<file path="config.mk">
export PLATFORM = sky130hd
export DESIGN_NAME = hazard_scoreboard
export DESIGN_NICKNAME = d
export VERILOG_FILES = /design/src/rtl/hazard_scoreboard_pkg.sv /design/src/rtl/hazard_div_seq.sv /design/src/rtl/hazard_scoreboard.sv
export SDC_FILE = /design/constraint.sdc
export NUM_CORES = 1
export LEC_CHECK = 0
export CORE_MARGIN = 3
export CORE_UTILIZATION = 65
export CTS_CLUSTER_DIAMETER = 80
export DETAILED_ROUTE_END_ITERATION = 7
export DONT_BUFFER_PORTS = 1
export HOLD_SLACK_MARGIN = 0.15
export PLACE_DENSITY = 0.81
export SYNTH_ARGS = -nofsm -noshare
export SYNTH_HDL_FRONTEND = slang
export SYNTH_SLANG_ARGS = --single-unit
</file>
<file path="constraint.sdc">
create_clock -name clk -period 3.7 [get_ports clk]
set_input_delay 0.74 -clock clk [delete_from_list [all_inputs] [get_ports clk]]
set_output_delay 0.74 -clock clk [all_outputs]
set_load 0.01 [all_outputs]
</file>
<file path="src/rtl/hazard_scoreboard_pkg.sv">
// Shared constants and types for the issue-stage hazard scoreboard.
package hazard_scoreboard_pkg;

   localparam int unsigned REG_IDX_W    = 5;
   localparam int unsigned LOAD_LAT_DEF = 3;
   localparam int unsigned ALU_LAT_DEF  = 1;
   localparam int unsigned DIV_LAT_DEF  = 32;

   // Divide sequencer states
   typedef enum logic {
      HZ_IDLE = 1'b0,
      HZ_BUSY = 1'b1
   } hz_state_e;

endpackage

</file>
<file path="src/rtl/hazard_div_seq.sv">
// Divide sequencer: holds the HI/LO unit busy for DIV_LAT cycles after a DIV
// issues, then pulses div_done for one cycle.
module hazard_div_seq
   import hazard_scoreboard_pkg::*;
#(
   parameter int unsigned CNT_W   = 6,
   parameter int unsigned DIV_LAT = DIV_LAT_DEF
) (
   input  logic clk,
   input  logic rst_n,
   input  logic start,
   output logic div_busy,
   output logic div_done
);

   hz_state_e        state_q, state_d;
   logic [CNT_W-1:0] div_cnt_q, div_cnt_d;
   logic             done_q, done_d;

   // Next-state logic: load the count on start, count down while busy
   always_comb begin
      state_d   = state_q;
      div_cnt_d = div_cnt_q;
      done_d    = 1'b0;
      unique case (state_q)
         HZ_IDLE: begin
            if (start) begin
               state_d   = HZ_BUSY;
               div_cnt_d = CNT_W'(DIV_LAT);
            end
         end
         HZ_BUSY: begin
            div_cnt_d = div_cnt_q - CNT_W'(1);
            if (div_cnt_q == CNT_W'(1)) begin
               state_d = HZ_IDLE;
               done_d  = 1'b1;
            end
         end
      endcase
   end

   // State registers
   always_ff @(posedge clk or negedge rst_n) begin
      if (!rst_n) begin
         state_q   <= HZ_IDLE;
         div_cnt_q <= '0;
         done_q    <= 1'b0;
      end else begin
         state_q   <= state_d;
         div_cnt_q <= div_cnt_d;
         done_q    <= done_d;
      end
   end

   assign div_busy = (state_q == HZ_BUSY);
   assign div_done = done_q;

endmodule

</file>
<file path="src/rtl/hazard_scoreboard.sv">
// Issue-stage interlock: per-register countdown scoreboard plus HI/LO divide
// tracking. Define HAZARD_FWD_EN when the bypass network can supply a value
// whose counter has reached 1.
module hazard_scoreboard
   import hazard_scoreboard_pkg::*;
#(
   parameter int unsigned NUM_REGS = 32,
   parameter int unsigned CNT_W    = 6,
   parameter int unsigned LOAD_LAT = LOAD_LAT_DEF,
   parameter int unsigned ALU_LAT  = ALU_LAT_DEF,
   parameter int unsigned DIV_LAT  = DIV_LAT_DEF
) (
   input  logic                 clk,
   input  logic                 rst_n,
   input  logic                 issue_valid,
   input  logic [REG_IDX_W-1:0] issue_rs,
   input  logic [REG_IDX_W-1:0] issue_rt,
   input  logic                 issue_uses_rs,
   input  logic                 issue_uses_rt,
   input  logic [REG_IDX_W-1:0] issue_dst,
   input  logic                 issue_dst_we,
   input  logic                 issue_is_load,
   input  logic                 issue_is_div,
   input  logic                 issue_reads_hilo,
   input  logic                 flush,
   output logic                 stall,
   output logic                 div_busy,
   output logic                 div_done,
   output logic [NUM_REGS-1:0]  pend_mask
);

   logic [CNT_W-1:0] cnt_q [NUM_REGS];
   logic [CNT_W-1:0] cnt_d [NUM_REGS];
   logic [CNT_W-1:0] new_lat;
   logic             rs_hz, rt_hz, hilo_hz, fire;

   // A source is unavailable while its producer is still too far away
   function automatic logic hz(input logic [CNT_W-1:0] c);
`ifdef HAZARD_FWD_EN
      return c > CNT_W'(1);
`else
      return c != '0;
`endif
   endfunction

   // Interlock decision; stall is held high throughout reset
   always_comb begin
      rs_hz   = issue_uses_rs && (issue_rs != '0) && hz(cnt_q[issue_rs]);
      rt_hz   = issue_uses_rt && (issue_rt != '0) && hz(cnt_q[issue_rt]);
      hilo_hz = (issue_is_div || issue_reads_hilo) && div_busy;
      stall   = !rst_n || (issue_valid && !flush && (rs_hz || rt_hz || hilo_hz));
      fire    = issue_valid && !stall && !flush;
      new_lat = issue_is_load ? CNT_W'(LOAD_LAT) : CNT_W'(ALU_LAT);
   end

   // Counter next state: age every entry, then keep the longer of old/new on a write
   always_comb begin
      for (int r = 0; r < NUM_REGS; r++) begin
         cnt_d[r] = (cnt_q[r] != '0) ? cnt_q[r] - CNT_W'(1) : '0;
         if (fire && issue_dst_we && (r != 0) && (issue_dst == REG_IDX_W'(r))
             && (new_lat > cnt_d[r])) begin
            cnt_d[r] = new_lat;
         end
         pend_mask[r] = (cnt_q[r] != '0);
      end
      cnt_d[0] = '0;
   end

   // Counter array
   always_ff @(posedge clk or negedge rst_n) begin
      if (!rst_n) begin
         for (int r = 0; r < NUM_REGS; r++) cnt_q[r] <= '0;
      end else begin
         for (int r = 0; r < NUM_REGS; r++) cnt_q[r] <= cnt_d[r];
      end
   end

   hazard_div_seq #(
      .CNT_W   (CNT_W),
      .DIV_LAT (DIV_LAT)
   ) u_div_seq (
      .clk      (clk),
      .rst_n    (rst_n),
      .start    (fire && issue_is_div),
      .div_busy (div_busy),
      .div_done (div_done)
   );

endmodule

</file>
==> tab_implementation.tex <==
\begin{tabular}{lr}
\hline
Metric & Value \\
\hline
\multicolumn{2}{l}{\textbf{Floorplanning}} \\
DIE WIDTH & 146 um \\
Die Span Y & around 150 um \\
Core Box Area & 0.0190 mm2 \\
Row cnt & 50 \\
Floorplan die area & roughly 0.021 mm2 \\
I/O pin count & 60 \\
Effective utilization at floorplan & about 67\% \\
\multicolumn{2}{l}{\textbf{Setup path}} \\
Largest driver fanout on the critical path & 4 \\
Crit end category & output pin \\
Crit Path Class & reg -> out \\
Standard cell with the maximum stage delay on the critical path & sky130\_fd\_sc\_hd\_\_or4\_4 \\
Launching element of the worst setup path & cnt\_q[91] \\
Worst R2R Start & cnt\_q[91] \\
Most used cell along the critical path & sky130\_fd\_sc\_hd\_\_or4\_4 \\
Crit path largest cell delay & around 0.57 ns \\
Type of origin of the critical path & flip-flop \\
Cell Chain, Critical Path & or4\_4 -> or4\_4 -> a31oi\_1 -> o21ai\_1 -> a32oi\_4 -> o211ai\_1 -> a2bb2oi\_2 \\
Slack of the worst reg-to-reg path & about 0.40 ns \\
Arrival time at the worst endpoint & 2.94 ns \\
Worst reg2reg path endpoint & cnt\_q[91] \\
Req. time, crit path & between 2 and 3 ns \\
Depth of the most critical reg-to-reg path & 8 \\
Worst setup path end & stall \\
\multicolumn{2}{l}{\textbf{Job}} \\
Number of max-capacitance violations reported & 0 \\
\multicolumn{2}{l}{\textbf{Synthesis}} \\
Post-synthesis sequential area ratio & between 30\% and 40\% \\
Most used flip-flop cell after synthesis & sky130\_fd\_sc\_hd\_\_dfrtp\_1 \\
Fraction of synthesized cell area taken by the top area cell type & between 30\% and 40\% \\
Most frequently used cell type in the post-synthesis netlist & sky130\_fd\_sc\_hd\_\_dfrtp\_1 \\
Synthesis-stage register bit count & 194 \\
Count of warnings emitted by yosys & 0 \\
Async set-or-reset flop fraction in the synthesized netlist & 100\% \\
Post-synth cell types & 73 \\
Most numerous cell types in the synthesized netlist & sky130\_fd\_sc\_hd\_\_dfrtp\_1, sky130\_fd\_sc\_hd\_\_nor2\_1, sky130\_fd\_sc\_hd\_\_inv\_1, sky130\_fd\_sc\_hd\_\_ha\_1, sky130\_fd\_sc\_hd\_\_a21oi\_1 \\
Number of enable flip-flop cells after synthesis & 0 \\
Netlist area before placement & 0.0128 mm2 \\
Number of instances in the synthesized netlist & around 1,300 \\
Cells taking the most area after synthesis & sky130\_fd\_sc\_hd\_\_dfrtp\_1, sky130\_fd\_sc\_hd\_\_ha\_1, sky130\_fd\_sc\_hd\_\_xnor2\_1, sky130\_fd\_sc\_hd\_\_nor2\_1, sky130\_fd\_sc\_hd\_\_a21oi\_1 \\
Syn\_nets & 1,444 \\
Leading area contributor after synthesis & sky130\_fd\_sc\_hd\_\_dfrtp\_1 \\
Post-synthesis average cell area & just under 10 um2 \\
\multicolumn{2}{l}{\textbf{Timing}} \\
Post-Route Skew & 0.0100 ns \\
Final hold slack & -0.00562 ns \\
Relative slew margins & a little under three fifths \\
Final setup violation count & 0 \\
Actual slew at the worst max-slew pin & roughly 0.66 ns \\
Total count of hold-check failures in the final report & 3 \\
Final worst slack & roughly 0.020 ns \\
Shortest clock period the worst path allows after layout & 3.68 ns \\
Peak Freq & 272 MHz \\
Slew Viols, Final & 0 \\
TNS Setup & 0 ns \\
RSZ-0062 raised after global routing & true \\
Final worst-path cycle share & roughly 99\% \\
\multicolumn{2}{l}{\textbf{Layout}} \\
Fill cells & between 1,000 and 1,500 \\
Multi-input combinational cell area & 0.00742 mm2 \\
Syn-to-layout area delta & 7.60\% \\
Post-layout net count & 1,449 \\
Share of cells above drive strength 1 & between 10\% and 20\% \\
Final instance count without filler cells & between 1,500 and 2,000 \\
Number of antenna repair diodes & 0 \\
Area used by sequential logic in the layout & between 0.004 and 0.005 mm2 \\
Summed area of non-filler cells in the final layout & around 0.014 mm2 \\
Final Util & around 72\% \\
\multicolumn{2}{l}{\textbf{Global routing}} \\
GRT Residual Overflow & 0 \\
Global-route wire length before repair & 54,600 um \\
Total global routing track utilization & a little under a third \\
Via count of the first global-routing pass & roughly 11,000 \\
Number of antenna violations at the first check in global routing & 0 \\
Maximum number of pins on one net before global-route repair & between 150 and 200 \\
\multicolumn{2}{l}{\textbf{Power}} \\
Overall power & 12.5 mW \\
Static leakage & about 5.7 nW \\
Pwr/cell area & about 910 mW/mm2 \\
Peak supply drop & about 0.48 mV \\
\multicolumn{2}{l}{\textbf{Drt}} \\
Routed via count divided by cell count & approximately 6.6 \\
Number of DRC markers in iteration 0 & between 1,000 and 1,500 \\
DRT antenna net count & 0 \\
Wire length per cell & about 21 um \\
Initial DRT Pass Iterations & 5 \\
Post-detailed-routing wire length & $\sim$34,000 um \\
DRC violation count after routing & 0 \\
Vias after detailed routing & approximately 11,000 \\
\multicolumn{2}{l}{\textbf{Clock tree}} \\
Number of sinks on the clock net & approximately 190 \\
Buffer depth of the longest clock path & 2 \\
CTS tree & built \\
CTS Buf Count & 17 \\
Depth of the CTS H-tree & 4 \\
Clock-pin slew of the registers on the worst-case setup and hold paths & 0.07 ns \\
Insertion delay of the later-clocked pin in the worst-skew pair & between 0.4 and 0.5 ns \\
Cell chosen for the clock root & sky130\_fd\_sc\_hd\_\_clkbuf\_16 \\
\multicolumn{2}{l}{\textbf{Placement}} \\
Placer Congestion & between 0.9 and 1 \\
Count of port buffers added during placement & 0 \\
Half-perimeter wire length after detailed placement & between 20,000 and 25,000 um \\
Worst slack after detailed placement & between 0.2 and 0.3 ns \\
Area after detailed placement & $\sim$0.013 mm2 \\
Placed instance count & about 1,600 \\
\multicolumn{2}{l}{\textbf{Outcome}} \\
Violated checks & negative hold slack \\
Run status & complete, but fails checks \\
\multicolumn{2}{l}{\textbf{Min path}} \\
Kind of path behind the tightest hold check & in -> async \\
\hline
\end{tabular}
[state kept, by name (all words and copies together) (netlist names)]
register             count
cnt_q                  186
u_div_seq.div_busy       1
u_div_seq.div_done       1
u_div_seq.div_cnt_q      6
[cells in the final DEF, fill, tap and decap left out, types with 13 or more instances in the layout]
| cell type | count |
|---|---|
| sky130_fd_sc_hd__a2111oi_0 | 15 |
| sky130_fd_sc_hd__a21oi_1 | 90 |
| sky130_fd_sc_hd__and2_1 | 19 |
| sky130_fd_sc_hd__buf_4 | 29 |
| sky130_fd_sc_hd__clkbuf_16 | 17 |
| sky130_fd_sc_hd__dfrtp_1 | 191 |
| sky130_fd_sc_hd__ha_1 | 95 |
| sky130_fd_sc_hd__inv_1 | 102 |
| sky130_fd_sc_hd__mux2_1 | 15 |
| sky130_fd_sc_hd__mux2_2 | 13 |
| sky130_fd_sc_hd__mux2_4 | 16 |
| sky130_fd_sc_hd__nand2_1 | 59 |
| sky130_fd_sc_hd__nand2b_1 | 24 |
| sky130_fd_sc_hd__nand3_1 | 19 |
| sky130_fd_sc_hd__nor2_1 | 140 |
| sky130_fd_sc_hd__nor3_1 | 67 |
| sky130_fd_sc_hd__nor3b_1 | 22 |
| sky130_fd_sc_hd__nor4_1 | 35 |
| sky130_fd_sc_hd__o2111ai_2 | 29 |
| sky130_fd_sc_hd__o21ai_0 | 34 |
| sky130_fd_sc_hd__o31ai_1 | 16 |
| sky130_fd_sc_hd__or3_1 | 14 |
| sky130_fd_sc_hd__or4_1 | 16 |
| sky130_fd_sc_hd__xnor2_1 | 64 |
| sky130_fd_sc_hd__xor2_1 | 16 |
[power breakdown]
group	switching [mW]	internal (mW)	leakage [nW]
registers	1.33	3.26	2.33
clock network	0.807	0.907	0.255
logic	3.38	2.78	3.15
total	5.52	6.94	5.73
[routing by layer]
layer	GRT usage [%]	vias to the layer above	routed length, um
li1	-	4846	-
met5	0	-	0
met3	6.52	81	2900
met2	51.1	474	15900
met1	42.3	5211	14100
met4	11.1	0	964
[kinds of logic after synthesis]
group           share of synthesized area [%]
buf+inv                                  4.60
compound gates                           15.9
fa+ha+maj                                9.31
other cells                            0.0294
xor+xnor                                 5.49
flops                                    38.0
mux                                      6.41
simple gates                             20.2
[critical path: cells and delay by family (launching register included)]
kind               cells  cell delay, ns
AOI/OAI and AO/OA      5            1.10
DFF                    1            0.40
and+or+nand+nor        2            1.00
[final cells by class]
class	count	area share, %
Clock buffer	22	3.45
Clock inverter	7	0.401
Inverter	102	2.79
Multi-Input combinational cell	985	54.0
Sequential cell	194	35.4
Tap cell	260	2.37
Timing Repair Buffer	29	1.59
[timing repair]
action | in CTS | in global routing
setup endpoints to repair | 1 | 1
pin swaps | 4 | 3
endpoints found under the hold margin | 194 | 194
resized for setup | 7 | 9
buffers inserted | 5 | 0
[worst min-delay path by stage]
| stage | from | end | depth (start not counted) |
|---|---|---|---|
| 6_report | rst_n | cnt_q[166] | 0 |
| 5_1_grt | rst_n | cnt_q[166] | 0 |
| 4_1_cts | rst_n | cnt_q[165] | 0 |
| 3_5_place_dp | rst_n | cnt_q[165] | 0 |
| 3_3_place_gp | rst_n | cnt_q[165] | 0 |
| 2_1_floorplan | rst_n | cnt_q[0] | 0 |
No activity file was read; power rests on OpenSTA's default activity.
